### src/rtl/route_pkg.sv
// ---------------------------------------------------------------------------
// route_pkg : opcodes, status codes, FSM encoding and frame layout
// Rev 1.0
// ---------------------------------------------------------------------------
`default_nettype none

package route_pkg;

   localparam logic [3:0] OP_NOP    = 4'h0;
   localparam logic [3:0] OP_WRITE  = 4'h1;
   localparam logic [3:0] OP_READ   = 4'h2;
   localparam logic [3:0] OP_COMMIT = 4'h3;
   localparam logic [3:0] OP_CLEAR  = 4'h4;
   localparam logic [3:0] OP_STATUS = 4'h5;

   localparam logic [7:0] ST_OK  = 8'h00;
   localparam logic [7:0] ST_ERR = 8'hEE;

   localparam int OP_MSB   = 15;
   localparam int OP_LSB   = 12;
   localparam int ADDR_MSB = 11;
   localparam int ADDR_LSB = 8;
   localparam int DATA_MSB = 7;
   localparam int DATA_LSB = 0;
   localparam int EN_BIT   = 7;
   localparam int ADDR_W   = ADDR_MSB - ADDR_LSB + 1;

   typedef enum logic [1:0] {
      S_IDLE = 2'd0,
      S_EXEC = 2'd1,
      S_RESP = 2'd2
   } state_e;

endpackage

`default_nettype wire

### src/rtl/route_table.sv
// ---------------------------------------------------------------------------
// route_table : shadow and active routing entries with write/commit/clear
// Rev 1.0
// ---------------------------------------------------------------------------
`default_nettype none

module route_table
   import route_pkg::*;
#(
   parameter int NUM_OUT = 12,
   parameter int NUM_IN  = 4,
   parameter int SEL_W   = 2
) (
   input  logic                     clk,
   input  logic                     reset,
   input  logic                     wr_i,
   input  logic                     commit_i,
   input  logic                     clear_i,
   input  logic [ADDR_W-1:0]        wr_addr_i,
   input  logic [SEL_W-1:0]         wr_sel_i,
   input  logic                     wr_en_i,
   input  logic [ADDR_W-1:0]        rd_addr_i,
   output logic [SEL_W-1:0]         rd_sel_o,
   output logic                     rd_en_o,
   output logic [NUM_OUT*SEL_W-1:0] route_sel_o,
   output logic [NUM_OUT-1:0]       route_en_o
);

   logic [NUM_OUT*SEL_W-1:0] dflt_sel;
   logic [NUM_OUT*SEL_W-1:0] sh_sel_q;
   logic [NUM_OUT*SEL_W-1:0] act_sel_q;
   logic [NUM_OUT-1:0]       sh_en_q;
   logic [NUM_OUT-1:0]       act_en_q;

   // Default routing: output i listens to source (i mod NUM_IN), enabled.
   for (genvar gi = 0; gi < NUM_OUT; gi++) begin : g_dflt
      assign dflt_sel[gi*SEL_W +: SEL_W] = SEL_W'(gi % NUM_IN);
   end

   always_ff @(posedge clk) begin
      if (reset) begin
         sh_sel_q  <= dflt_sel;
         sh_en_q   <= '1;
         act_sel_q <= dflt_sel;
         act_en_q  <= '1;
      end else begin
         if (clear_i) begin
            sh_sel_q <= dflt_sel;
            sh_en_q  <= '1;
         end else if (wr_i) begin
            for (int i = 0; i < NUM_OUT; i++) begin
               if (wr_addr_i == ADDR_W'(i)) begin
                  sh_sel_q[i*SEL_W +: SEL_W] <= wr_sel_i;
                  sh_en_q[i]                 <= wr_en_i;
               end
            end
         end
         // Whole-table copy in one edge keeps the active set coherent.
         if (commit_i) begin
            act_sel_q <= sh_sel_q;
            act_en_q  <= sh_en_q;
         end
      end
   end

   always_comb begin
      rd_sel_o = '0;
      rd_en_o  = 1'b0;
      for (int i = 0; i < NUM_OUT; i++) begin
         if (rd_addr_i == ADDR_W'(i)) begin
            rd_sel_o = sh_sel_q[i*SEL_W +: SEL_W];
            rd_en_o  = sh_en_q[i];
         end
      end
   end

   assign route_sel_o = act_sel_q;
   assign route_en_o  = act_en_q;

endmodule

`default_nettype wire

### src/rtl/route_cfg_ctrl.sv
// ---------------------------------------------------------------------------
// route_cfg_ctrl : SPI frame decoder driving the MIDI routing table
// Rev 1.0
// ---------------------------------------------------------------------------
`default_nettype none

module route_cfg_ctrl
   import route_pkg::*;
#(
   parameter int NUM_OUT = 12,
   parameter int NUM_IN  = 4,
   parameter int SEL_W   = 2
) (
   input  logic                     clk,
   input  logic                     reset,
   input  logic                     frame_valid,
   input  logic [15:0]              frame_data,
   output logic                     resp_load,
   output logic [15:0]              resp_data,
   output logic [NUM_OUT*SEL_W-1:0] route_sel,
   output logic [NUM_OUT-1:0]       route_en,
   output logic                     busy,
   output logic                     err
);

   state_e      state_q, state_d;
   logic [15:0] frame_q, frame_d;
   logic [15:0] resp_q, resp_d;
   logic        err_q, err_d;

   logic                  tbl_wr, tbl_commit, tbl_clear;
   logic [SEL_W-1:0]      rd_sel;
   logic                  rd_en;
   logic [7:0]            status;
   logic                  cmd_err;

   logic [3:0]            op;
   logic [ADDR_W-1:0]     addr;
   logic [7:0]            data;
   logic                  addr_bad;
   logic                  sel_bad;

   assign op   = frame_q[OP_MSB:OP_LSB];
   assign addr = frame_q[ADDR_MSB:ADDR_LSB];
   assign data = frame_q[DATA_MSB:DATA_LSB];

   assign addr_bad = int'(addr) >= NUM_OUT;
   assign sel_bad  = int'(data[SEL_W-1:0]) >= NUM_IN;

   // Middle data bits carry no meaning on WRITE.
   logic unused_data;
   assign unused_data = ^data[EN_BIT-1:SEL_W];

   route_table #(
      .NUM_OUT (NUM_OUT),
      .NUM_IN  (NUM_IN),
      .SEL_W   (SEL_W)
   ) u_table (
      .clk         (clk),
      .reset       (reset),
      .wr_i        (tbl_wr),
      .commit_i    (tbl_commit),
      .clear_i     (tbl_clear),
      .wr_addr_i   (addr),
      .wr_sel_i    (data[SEL_W-1:0]),
      .wr_en_i     (data[EN_BIT]),
      .rd_addr_i   (addr),
      .rd_sel_o    (rd_sel),
      .rd_en_o     (rd_en),
      .route_sel_o (route_sel),
      .route_en_o  (route_en)
   );

   always_ff @(posedge clk) begin
      if (reset) begin
         state_q <= S_IDLE;
         frame_q <= '0;
         resp_q  <= '0;
         err_q   <= 1'b0;
      end else begin
         state_q <= state_d;
         frame_q <= frame_d;
         resp_q  <= resp_d;
         err_q   <= err_d;
      end
   end

   always_comb begin
      state_d    = state_q;
      frame_d    = frame_q;
      resp_d     = resp_q;
      err_d      = err_q;
      tbl_wr     = 1'b0;
      tbl_commit = 1'b0;
      tbl_clear  = 1'b0;
      status     = ST_OK;
      cmd_err    = 1'b0;

      case (state_q)
         S_IDLE: begin
            if (frame_valid) begin
               frame_d = frame_data;
               state_d = S_EXEC;
            end
         end
         S_EXEC: begin
            state_d = S_RESP;
            case (op)
               OP_NOP: ;
               OP_WRITE: begin
                  if (addr_bad || sel_bad) cmd_err = 1'b1;
                  else                     tbl_wr  = 1'b1;
               end
               OP_READ: begin
                  if (addr_bad) cmd_err = 1'b1;
                  else          status  = {rd_en, 7'(rd_sel)};
               end
               OP_COMMIT: tbl_commit = 1'b1;
               OP_CLEAR:  tbl_clear  = 1'b1;
               OP_STATUS: begin
                  status = {7'b0, err_q};
                  err_d  = 1'b0;
               end
               default: cmd_err = 1'b1;
            endcase
            if (cmd_err) begin
               status = ST_ERR;
               err_d  = 1'b1;
            end
            resp_d = {op, addr, status};
         end
         S_RESP:  state_d = S_IDLE;
         default: state_d = S_IDLE;
      endcase

      // Overrun set wins over a STATUS clear in the same cycle.
      if (frame_valid && (state_q != S_IDLE)) err_d = 1'b1;
   end

   assign resp_load = (state_q == S_RESP);
   assign resp_data = resp_q;
   assign busy      = (state_q != S_IDLE);
   assign err       = err_q;

endmodule

`default_nettype wire

### config.mk
export PLATFORM = sky130hd
export DESIGN_NAME = route_cfg_ctrl
export DESIGN_NICKNAME = d
export VERILOG_FILES = /design/src/rtl/route_pkg.sv /design/src/rtl/route_table.sv /design/src/rtl/route_cfg_ctrl.sv
export SDC_FILE = /design/constraint.sdc
export NUM_CORES = 1
export LEC_CHECK = 0
export BUFFER_PORTS_ARGS = -buffer_cell sky130_fd_sc_hd__buf_2
export CELL_PAD_IN_SITES_DETAIL_PLACEMENT = 1
export CELL_PAD_IN_SITES_GLOBAL_PLACEMENT = 1
export CORE_ASPECT_RATIO = 0.8
export CORE_MARGIN = 2
export CORE_UTILIZATION = 37
export DETAILED_ROUTE_END_ITERATION = 12
export PLACE_DENSITY_LB_ADDON = 0.1
export SLEW_MARGIN = 15
export SYNTH_ARGS = -nofsm -noshare
export SYNTH_HDL_FRONTEND = slang
export SYNTH_SLANG_ARGS = --single-unit
### constraint.sdc
create_clock -name clk -period 1.72 [get_ports clk]
set_input_delay 0.172 -clock clk [delete_from_list [all_inputs] [get_ports clk]]
set_output_delay 0.172 -clock clk [all_outputs]
set_load 0.1 [all_outputs]
# After elaboration in Yosys (flattened, before gate mapping)
# Cells that the tools add are included.
dict set report totals {
  register_bits 107
  in_bits 19
  output_inout_bits 55
  wordCells 117
}
dict set report op_classes {
  n_lt_le_gt_ge 1
  n_eq_ne 19
  n_mux 43
  reduce_logical 24
}
# cell count
set op_table {}
lappend op_table {{$reduce_and 2->1} 14}
lappend op_table {{$mux 2} 13}
lappend op_table {{$mux 1} 25}
lappend op_table {{$eq 4x3->1 const B} 6}
lappend op_table {{$eq 4x2->1 const B} 4}
lappend op_table {{$eq 4x4->1 const B} 4}
lappend op_table {{$mux 8} 2}
lappend op_table {{$pmux 8 s2} 1}
lappend op_table {{$eq 4x1->1 const B} 2}
lappend op_table {{$logic_not 4->1} 2}
lappend op_table {{$ge 4x4->1 const B} 1}
lappend op_table {{$pmux 2 s2} 1}
lappend op_table {{$reduce_bool 2->1} 2}
lappend op_table {{$reduce_or 2->1} 2}
lappend op_table {{$reduce_or 4->1} 1}
lappend op_table {{$reduce_bool 3->1} 1}
lappend op_table {{$eq 2x1->1 const B} 1}
lappend op_table {{$eq 2x2->1 const B} 1}
lappend op_table {{$logic_not 2->1} 1}
lappend op_table {{$ne 2x2->1 const B} 1}
lappend op_table {{$pmux 1 s2} 1}
lappend op_table {{$logic_and 1x1->1} 1}

# Depth between registers and ports, before layout
# Gate-level depths: netlist (run 1).
dict set report depth {
  word_depth 16
  mapped_depth 7
  mapped_depth_nobuf 5
}

# By module
# Synthesis (run 1) repeated with hierarchy kept, for this count alone.
dict set report hier_totals {
  cells_unflattened 469
  area_unflattened_um2 4152.7
}
# mod n_inst cells_per_inst area_per_inst_um2 seq_area_each_um2
set by_module_without_submodules {}
lappend by_module_without_submodules {route_table 1 332 3094.2 1441.4}
lappend by_module_without_submodules {route_cfg_ctrl 1 137 1058.5 520.5}

# Worst setup path before layout (run 1)
# No wires, ideal clock.
dict set report synth_timing {
  path_kind {reg2out}
  start {reg state_q[1]}
  end {out resp_load}
  arrival_ps 1732
  t_required_ps 1548
  slack_ps -184
  stages_incl_launch_ff 2
  n_path_buf 0
  path_cell_list {dfxtp_1 -> nor2b_1}
}
dict set report synth_via {
  elab_chain_cells 1
}
# item line
set synth_lines {}
lappend synth_lines {{from (decl)} route_cfg_ctrl.sv:26} ;# state_e state_q, state_d;
lappend synth_lines {{from (signal assigned)} route_cfg_ctrl.sv:81} ;# state_q <= state_d;
lappend synth_lines {{$eq 2x2->1} route_cfg_ctrl.sv:140} ;# assign resp_load = (state_q == S_RESP);
lappend synth_lines {{to (decl)} route_cfg_ctrl.sv:18} ;# output logic resp_load,
# No other way between the ends.

# Worst setup path in the final report (run 1)
dict set report layout_timing {
  start {reg frame_q[14]}
  end {reg u_table.sh_en_q[0]}
}
dict set report layout_via {
  elab_chain_cells 4
  elab_cells_between_ends 8
  cone_classes {eq/ne: 2; mux: 4; reduce/logical: 2}
}
# item line
set layout_lines {}
lappend layout_lines {{from (decl)} route_cfg_ctrl.sv:27} ;# logic [15:0] frame_q, frame_d;
lappend layout_lines {{from (signal assigned)} route_cfg_ctrl.sv:82} ;# frame_q <= frame_d;
lappend layout_lines {{$eq 4x1->1 or $eq 4x3->1 (tied branches)} route_cfg_ctrl.sv:108} ;# case (op)
lappend layout_lines {{$mux 1} route_cfg_ctrl.sv:108}
lappend layout_lines {{$mux 1} route_cfg_ctrl.sv:99} ;# case (state_q)
lappend layout_lines {{$reduce_and 2->1 (no line) or $reduce_or 2->1 (tied branches)} n/a}
lappend layout_lines {{to (signal, indexed assignment)} route_table.sv:54} ;# sh_en_q[i] <= wr_en_i;
lappend layout_lines {{to (decl)} route_table.sv:32} ;# logic [NUM_OUT-1:0] sh_en_q;
# Several ways; a longest one is shown, not always the timed one.
# A chain may end at the register's enable or synchronous reset.

==> results of run 1 <==
worst max-delay path: stages (launching register included):
cell	delay [ns]
dfxtp_2	0.32
or3b_4	0.46
nor4b_4	0.30
buf_6	0.16
buf_8	0.15
buf_6	0.10
nand3_1	0.08
nand3_1	0.13
sequential cells by signal (all words and copies together), names as in the netlist:
| name | count |
|---|---|
| frame_q | 11 |
| u_table.sh_sel_q | 24 |
| resp_data | 12 |
| u_table.route_sel_o | 24 |
| u_table.sh_en_q | 12 |
| u_table.route_en_o | 12 |
| state_q | 2 |
| err | 1 |
power groups by stage:
stage          combinational, mW  clock (mW)  sequential [mW]
2_1_floorplan              0.339           0             2.46
3_3_place_gp               0.570           0             2.40
3_5_place_dp               0.580           0             2.40
4_1_cts                    0.592        1.94             2.35
5_1_grt                    0.660        2.04             2.36
6_report                   0.616        1.91             2.35
Yosys cell counts (2+ instances only):
cell,count
a211oi_1,4
a21boi_0,3
a21oi_1,46
a31o_2,2
a31oi_1,2
and3_1,3
buf_2,13
buf_4,6
buf_6,2
clkbuf_1,26
dfxtp_1,98
inv_1,5
mux2i_1,19
nand2_1,152
nand2b_1,5
nand3_1,33
nand3b_1,26
nand4_1,4
nand4b_1,2
nor2_1,23
nor2b_1,10
nor3_1,4
nor3b_1,2
nor4_1,2
o21ai_0,5
o32ai_1,4
or3_1,3
per-stage QoR:
| step | util, % | TNS, ns |
|---|---|---|
| 5_1_grt | 48.10 | -0.7246 |
| 3_5_place_dp | 43.38 | -0.3198 |
| 6_report | 48.10 | -0.07820 |
| 2_1_floorplan | - | 0 |
| 4_1_cts | 46.25 | -0.05396 |
| 3_3_place_gp | 43.38 | -0.1587 |
final timing paths:
check,to,cells after the start,slack [ns],from
worst max-delay path,u_table.sh_en_q[0],7,-0.05,frame_q[14]
worst min-delay path,frame_q[10],3,0.05,frame_data[10]
worst max register to register,u_table.sh_en_q[0],7,-0.05,frame_q[14]
worst min register to register,resp_data[9],2,0.45,resp_data[9]
area by class of cell:
cell class,count,area share [%]
Multi-Input combinational cell,379,40.60
Sequential cell,98,36.01
Timing Repair Buffer,122,14.67
Clock buffer,12,4.501
Tap cell,148,3.381
Clock inverter,4,0.5026
Inverter,5,0.3427
placed cells by master (no fill, tap or decap), drive strengths merged, types with 5 or more instances in the layout:
| master | n |
|---|---|
| o21ai | 6 |
| a21oi | 46 |
| nand2 | 152 |
| inv | 5 |
| nand2b | 5 |
| clkbuf | 12 |
| mux2i | 19 |
| nor2b | 10 |
| nor3 | 5 |
| nand3 | 34 |
| dfxtp | 98 |
| buf | 122 |
| nand3b | 26 |
| nor2 | 23 |
cell families (layout without fill, tap and decap cells):
| logic type | Yosys count | after routing |
|---|---|---|
| AO/OA/AOI/OAI | 79 | 79 |
| buffers and inverters | 52 | 143 |
| flip-flops | 98 | 98 |
| multiplexers | 21 | 21 |
| other | 1 | 1 |
| AND/OR/NAND/NOR | 278 | 278 |
what timing repair did:
action,in CTS,in global routing
cloned,0,2
hold buffers,0,0
pin swaps,1,16
setup buffers,2,4
endpoints found under the setup margin,19,39
gates resized for setup,12,43
routing by layer:
metal  vias up  part of all wire [%]
met3        11                   3.0
li1       1957                     -
met4         0                   1.1
met1      1970                    49
met2        54                    47
met5         -                     0
==> out/results.tsv, run 1 <==
metric	value	unit
EDFF count, synth	0	
crit start category	register	
minimum clock period	1.769	ns
largest net degree at the start of global routing	37	
Skew-Pair Late Insertion Delay	0.35	ns
failing checks	setup timing	
Hold Vio Cnt, Final	0	
fillers	1402	
Max Freq	565.2	MHz
synth top area cells	dfxtp_1 46%, nand2_1 13%, a21oi_1 5.4%	
Die Y	100.1	um
slew margin rel.	52.90	%
Required @ worst endpoint	2.00	ns
CTS sink cnt	98	
initial antenna violation count	0	
Compound-Gate Fraction of Synth Area	11.17	%
CTS root buf	clkbuf_16	
CTS H-Tree Depth	3	
# port buffers	67	
area leader, netlist	dfxtp_1	
Reg clk slew, reported paths	0.07	ns
Hold Worst Slack	0.05415	ns
number of global-route vias before repair	3973	
Core ar.	11390	um2
total gr overflow	0	
multiplexer share of the synthesized area	5.248	%
WL per Instance	17.17	um
vias per std cell	5.198	
Synth Flop Type	dfxtp_1	
M2 GR Usage	35.81	%
sequential area share after synthesis	45.97	%
total clock buffers created by CTS	9	
status	finished with violations	
final setup vio count	5	
Storage cell area	1972	um2
CTS tree	built	
total chip power	4.875	mW
period utilization	102.9	%
CP Data Arrival Time	2.05	ns
Layout Cells excl Fill	768	
Multi-input gate area	2223	um2
VDD IR-drop max	475.9	uV
Setup crit end kind	register	
clock tree buffer depth	2	
Crit Path Class	reg -> reg	
switching fraction of total power	27.83	%
met3 Use GR	4.091	%
Post-Synth Adder-Cell Area	0	%
fin. max-slew vios	0	
Synth top area share	45.97	%
Worst-Margin Slew	0.7056	ns
Sequential Power Share	48.3	%
number of antenna diodes	0	
routability cong.	0.8450	
Clock power frac	39.1	%
DP HPWL	9305	um
Worst Skew	0.005868	ns
Comb pwr share	12.6	%
Setup Slack @ Placement	-0.1209	ns
Post-DP Area	4940	um2
total track usage	21.87	%
full die area	12410	um2
Layout Nets	634	
FF+latch count, synth	98	
ANT nets after route	0	
violation count after the first detailed-route iteration	180	
global-route wire length before repair	20730	um
Internal	3.518	mW
GR peak layer	met2	
XOR/XNOR share of the synthesized area	0	%
Synth Area in Simple Gates	31.69	%
Post-Syn Nets	548	
Avg Cell Area, Syn	8.068	um2
Synth async-reset ratio	0	%
vias	3992	
initial core utilization	37.48	%
largest family of logic cells by synthesized area	simple AND/OR/NAND/NOR gates	
area growth from synthesis to layout	28.32	%
Distinct cells, synth	52	
Post-Route WL	13190	um
Power Density	890.1	nW/um2
First-pass DRT Iterations	5	
die width	124.1	um
layout cells sized above 1	29.52	%
type of the most critical hold path	in -> reg	
RSZ-0062 raised after global routing	yes	
worst-path maximum fanout	6	
Synth Warn #	0	
# IOs	74	
Post-Syn Area	4268	um2
LEAKAGE	2.353	nW
Psw	1.357	mW
DRC errors left	0	
met1 usage	29.56	%
Post-Place Cells	744	
Post-Synthesis Cells	529	
fin area	5477	um2
maxcap violations	0	
num rows	35	
worst setup margin	-0.04938	ns
Power figures use the tool's default switching activity.
==> inputs of run 2 (changes only) <==
Settings changed: CTS_BUF_LIST from default to sky130_fd_sc_hd__clkbuf_16.
==> out/results.tsv, run 2 (synthesis results as in run 1) <==
metric	value	unit
Sequential Power Share	49.0	%
Post-Place Cells	744	
slew margin rel.	53.42	%
Layout Nets	635	
Core Util, Final	47.96	%
reg2reg path depth	7	
Psw	1.340	mW
most common cell after layout, fill and taps aside	nand2_1	
type of the most critical hold path	in -> reg	
DP HPWL	9305	um
DRC errors left	0	
Worst-Margin Slew	0.6978	ns
Hold Vio Cnt, Final	0	
minimum clock period	1.764	ns
maxcap violations	0	
# port buffers	67	
CTS root buf	clkbuf_16	
final setup vio count	5	
most frequent cells in the layout	144 x nand2_1, 92 x dfxtp_1, 67 x buf_2	
die width	124.1	um
global-route wire length before repair	20710	um
CP Data Arrival Time	2.05	ns
clock tree buffer depth	2	
WL per Instance	17.05	um
Internal	3.461	mW
CTS tree	built	
Required @ worst endpoint	2.00	ns
layout cells sized above 1	29.31	%
Post-Route WL	13110	um
Die Y	100.1	um
total track usage	21.84	%
crit start category	register	
status	finished with violations	
period utilization	102.5	%
Layout Cells excl Fill	769	
worst-path maximum fanout	6	
Core ar.	11390	um2
failing checks	setup timing	
total gr overflow	0	
ANT nets after route	0	
Post-DP Area	4940	um2
Hold Path Depth	3	
Max Freq	567.0	MHz
routability cong.	0.8450	
Reg clk slew, reported paths	0.07	ns
violation count after the first detailed-route iteration	198	
initial antenna violation count	0	
# IOs	74	
CTS sink cnt	98	
number of global-route vias before repair	3979	
initial core utilization	37.48	%
fillers	1410	
vias	3994	
Setup Slack @ Placement	-0.1209	ns
CTS H-Tree Depth	3	
Setup crit end kind	register	
largest net degree at the start of global routing	37	
fin. max-slew vios	0	
switching fraction of total power	27.92	%
Comb pwr share	12.8	%
vias per std cell	5.194	
fin area	5460	um2
full die area	12410	um2
number of antenna diodes	0	
Skew-Pair Late Insertion Delay	0.34	ns
worst setup margin	-0.04353	ns
RSZ-0062 raised after global routing	yes	
Worst Skew	0.004677	ns
area growth from synthesis to layout	27.94	%
total clock buffers created by CTS	9	
First-pass DRT Iterations	6	
Clock power frac	38.2	%
LEAKAGE	2.345	nW
Power Density	879.3	nW/um2
Crit Path Class	reg -> reg	
num rows	35	
VDD IR-drop max	472.3	uV
[run 2: final cells by class]
class	instances	area [um2]	area share (%)
Tap cell	148	185.2	3.391
Inverter	5	18.77	0.3437
Sequential cell	98	1972	36.11
Multi-Input combinational cell	379	2213	40.54
Clock buffer	9	225.2	4.125
Timing Repair Buffer	123	807.0	14.78
Clock inverter	7	38.79	0.7104
[run 2: power by group through the flow]
stage                     Sequential (mW)  Clock (mW)  Combinational, mW
after floorplan                      2.46           0              0.339
after global placement               2.40           0              0.570
after detailed placement             2.40           0              0.580
after CTS                            2.35        1.88              0.592
after global routing                 2.36        1.99              0.659
final                                2.35        1.83              0.615
[run 2: per-stage QoR]
stage	setup TNS [ns]	hold slack, ns	power [mW]
floorplan	0	0.3080	2.802
global placement	-0.1587	0.4121	2.971
detailed placement	-0.3198	0.4235	2.982
CTS	-0.1464	0.05432	4.825
global route	-0.6744	0.06932	5.002
finish	-0.08067	0.05520	4.801
[run 2: final timing paths]
| kind | slack (ns) | to | startpoint |
|---|---|---|---|
| setup / recovery | -0.04 | u_table.sh_en_q[0] | frame_q[14] |
| hold / removal | 0.06 | frame_q[10] | frame_data[10] |
| setup reg to reg | -0.04 | u_table.sh_en_q[0] | frame_q[14] |
| hold reg to reg | 0.45 | resp_data[9] | resp_data[9] |
[run 2: repair_timing]
action                                  CTS  global route
pin swaps                                 2            13
gates resized for setup                  12            40
endpoints found under the setup margin   19            38
setup buffers                             3             4
gates cloned                              0             2
hold buffers                              0             0
[run 2: per-layer routing]
layer | routed length, um | track usage, % | vias to the layer above
li1 | - | - | 1958
met1 | 6248 | 29.56 | 1968
met2 | 6239 | 35.73 | 57
met3 | 473 | 4.091 | 11
met4 | 149 | 5.877 | 0
met5 | 0 | 0 | -
[run 2: worst max-delay path: stages (launching register included)]
cell	delay [ns]
dfxtp_2	0.32
or3b_4	0.46
nor4b_4	0.30
buf_6	0.16
buf_8	0.13
buf_4	0.11
nand3_1	0.08
nand3_1	0.12
==> inputs of run 3 (changes only) <==
Settings changed: BUFFER_PORTS_ARGS -buffer_cell sky130_fd_sc_hd__buf_2 to default, CORE_UTILIZATION 37 to 38, DONT_BUFFER_PORTS from default to 1.
==> out/results.tsv, run 3 (synthesis results as in run 1) <==
metric	value	unit
RSZ-0062 raised after global routing	yes	
Hold Path Depth	2	
worst setup margin	-0.04542	ns
crit start category	register	
ANT nets after route	0	
status	finished with violations	
minimum clock period	1.765	ns
number of global-route vias before repair	3906	
type of the most critical hold path	in -> reg	
full die area	12100	um2
fin. max-slew vios	0	
Setup crit end kind	register	
Layout Cells excl Fill	765	
Required @ worst endpoint	2.00	ns
Skew-Pair Late Insertion Delay	0.34	ns
largest net degree at the start of global routing	61	
Hold Vio Cnt, Final	0	
Worst-Margin Slew	0.6599	ns
most frequent cells in the layout	142 x nand2_1, 102 x buf_4, 92 x dfxtp_1	
LEAKAGE	2.400	nW
Power Density	848.7	nW/um2
routability cong.	0.8756	
violation count after the first detailed-route iteration	162	
num rows	34	
WL per Instance	18.11	um
Max Freq	566.4	MHz
DRC errors left	0	
period utilization	102.6	%
most common cell after layout, fill and taps aside	nand2_1	
hold path endpoint	resp_data[0]	
CTS tree	built	
CTS H-Tree Depth	3	
layout cells sized above 1	27.21	%
Post-Place Cells	726	
final setup vio count	10	
vias per std cell	5.233	
slew margin rel.	55.94	%
Worst Skew	0.008184	ns
R2R setup slack	-0.05	ns
Reg2Reg Launch Point	frame_q[14]	
total gr overflow	0	
total track usage	22.88	%
initial core utilization	39.19	%
Layout Nets	635	
CTS root buf	clkbuf_16	
global-route wire length before repair	21250	um
reg2reg end	u_table.sh_en_q[4]	
initial antenna violation count	0	
Hold Path Origin	reset	
Crit Path Class	reg -> reg	
total clock buffers created by CTS	9	
Post-Route WL	13860	um
DP HPWL	9604	um
Reg clk slew, reported paths	0.06	ns
clock tree buffer depth	2	
VDD IR-drop max	632.3	uV
Setup Slack @ Placement	-0.01626	ns
CTS sink cnt	98	
# IOs	74	
failing checks	setup timing	
Core ar.	10890	um2
Core Util, Final	52.11	%
# port buffers	0	
vias	4003	
area growth from synthesis to layout	32.98	%
reg2reg path depth	7	
CP Data Arrival Time	2.05	ns
First-pass DRT Iterations	4	
worst-path maximum fanout	6	
number of antenna diodes	0	
Die Y	98.79	um
die width	122.5	um
maxcap violations	0	
## run 3: cell count changes in the layout (fill, tap and decap cells not counted), moves of 4 or more
cell,before,now
buf_2,67,1
buf_4,48,102
dlygate4sd3_1,0,11
buf_12,2,6
## run 3: area by class of cell
| cell class | count | area [um2] |
|---|---|---|
| Multi-Input combinational cell | 379 | 2206 |
| Inverter | 5 | 18.77 |
| Timing Repair Buffer | 123 | 1035 |
| Clock buffer | 9 | 225.2 |
| Fill cell | 1306 | 5215 |
| Clock inverter | 7 | 38.79 |
| Tap cell | 144 | 180.2 |
| Sequential cell | 98 | 1972 |
## run 3: worst max-delay path: stages, from the launching register on
cell,delay (ns)
dfxtp_2,0.32
or3b_4,0.47
nor4b_4,0.35
buf_6,0.16
buf_12,0.12
buf_4,0.11
nand3_1,0.07
nand3_1,0.12
## run 3: layer usage
metal	global-route usage [%]	up-vias	part of all wire (%)
met5	0	-	0
li1	-	1962	-
met3	3.704	15	3.6
met4	4.775	0	0.98
met2	36.37	65	46
met1	32.76	1961	49
## run 3: per-stage QoR
step | hold WS (ns) | area [um2] | power (mW) | TNS (ns)
finish | 0.02155 | 5675 | 4.817 | -0.1698
global route | 0.02897 | 5675 | 4.998 | -1.283
CTS | 0.01565 | 5444 | 4.828 | -0.006694
detailed placement | 0.2435 | 5026 | 2.961 | -0.08819
global placement | 0.2409 | 5026 | 2.949 | -0.002027
floorplan | 0.3080 | 4272 | 2.802 | 0
## run 3: timing repair
action	in CTS	in global routing
endpoints found under the setup margin	18	40
endpoints found under the hold margin	60	0
cloned	0	1
buffers inserted	1	9
pin swaps	2	17
hold buffers	12	0
gates resized for setup	6	37
## run 3: how the worst max path moves through the flow
| stage | start | end |
|---|---|---|
| 2_1_floorplan | frame_q[14] | u_table.sh_en_q[0] |
| 3_3_place_gp | frame_q[9] | resp_data[7] |
| 3_5_place_dp | frame_q[13] | u_table.sh_sel_q[8] |
| 4_1_cts | frame_q[13] | u_table.sh_sel_q[7] |
| 5_1_grt | frame_q[14] | u_table.sh_sel_q[0] |
| 6_report | frame_q[14] | u_table.sh_en_q[4] |
## run 3: power breakdown
part	switching (mW)	internal (mW)
clock	0.861	0.963
combinational	0.411	0.218
sequential	0.0628	2.30
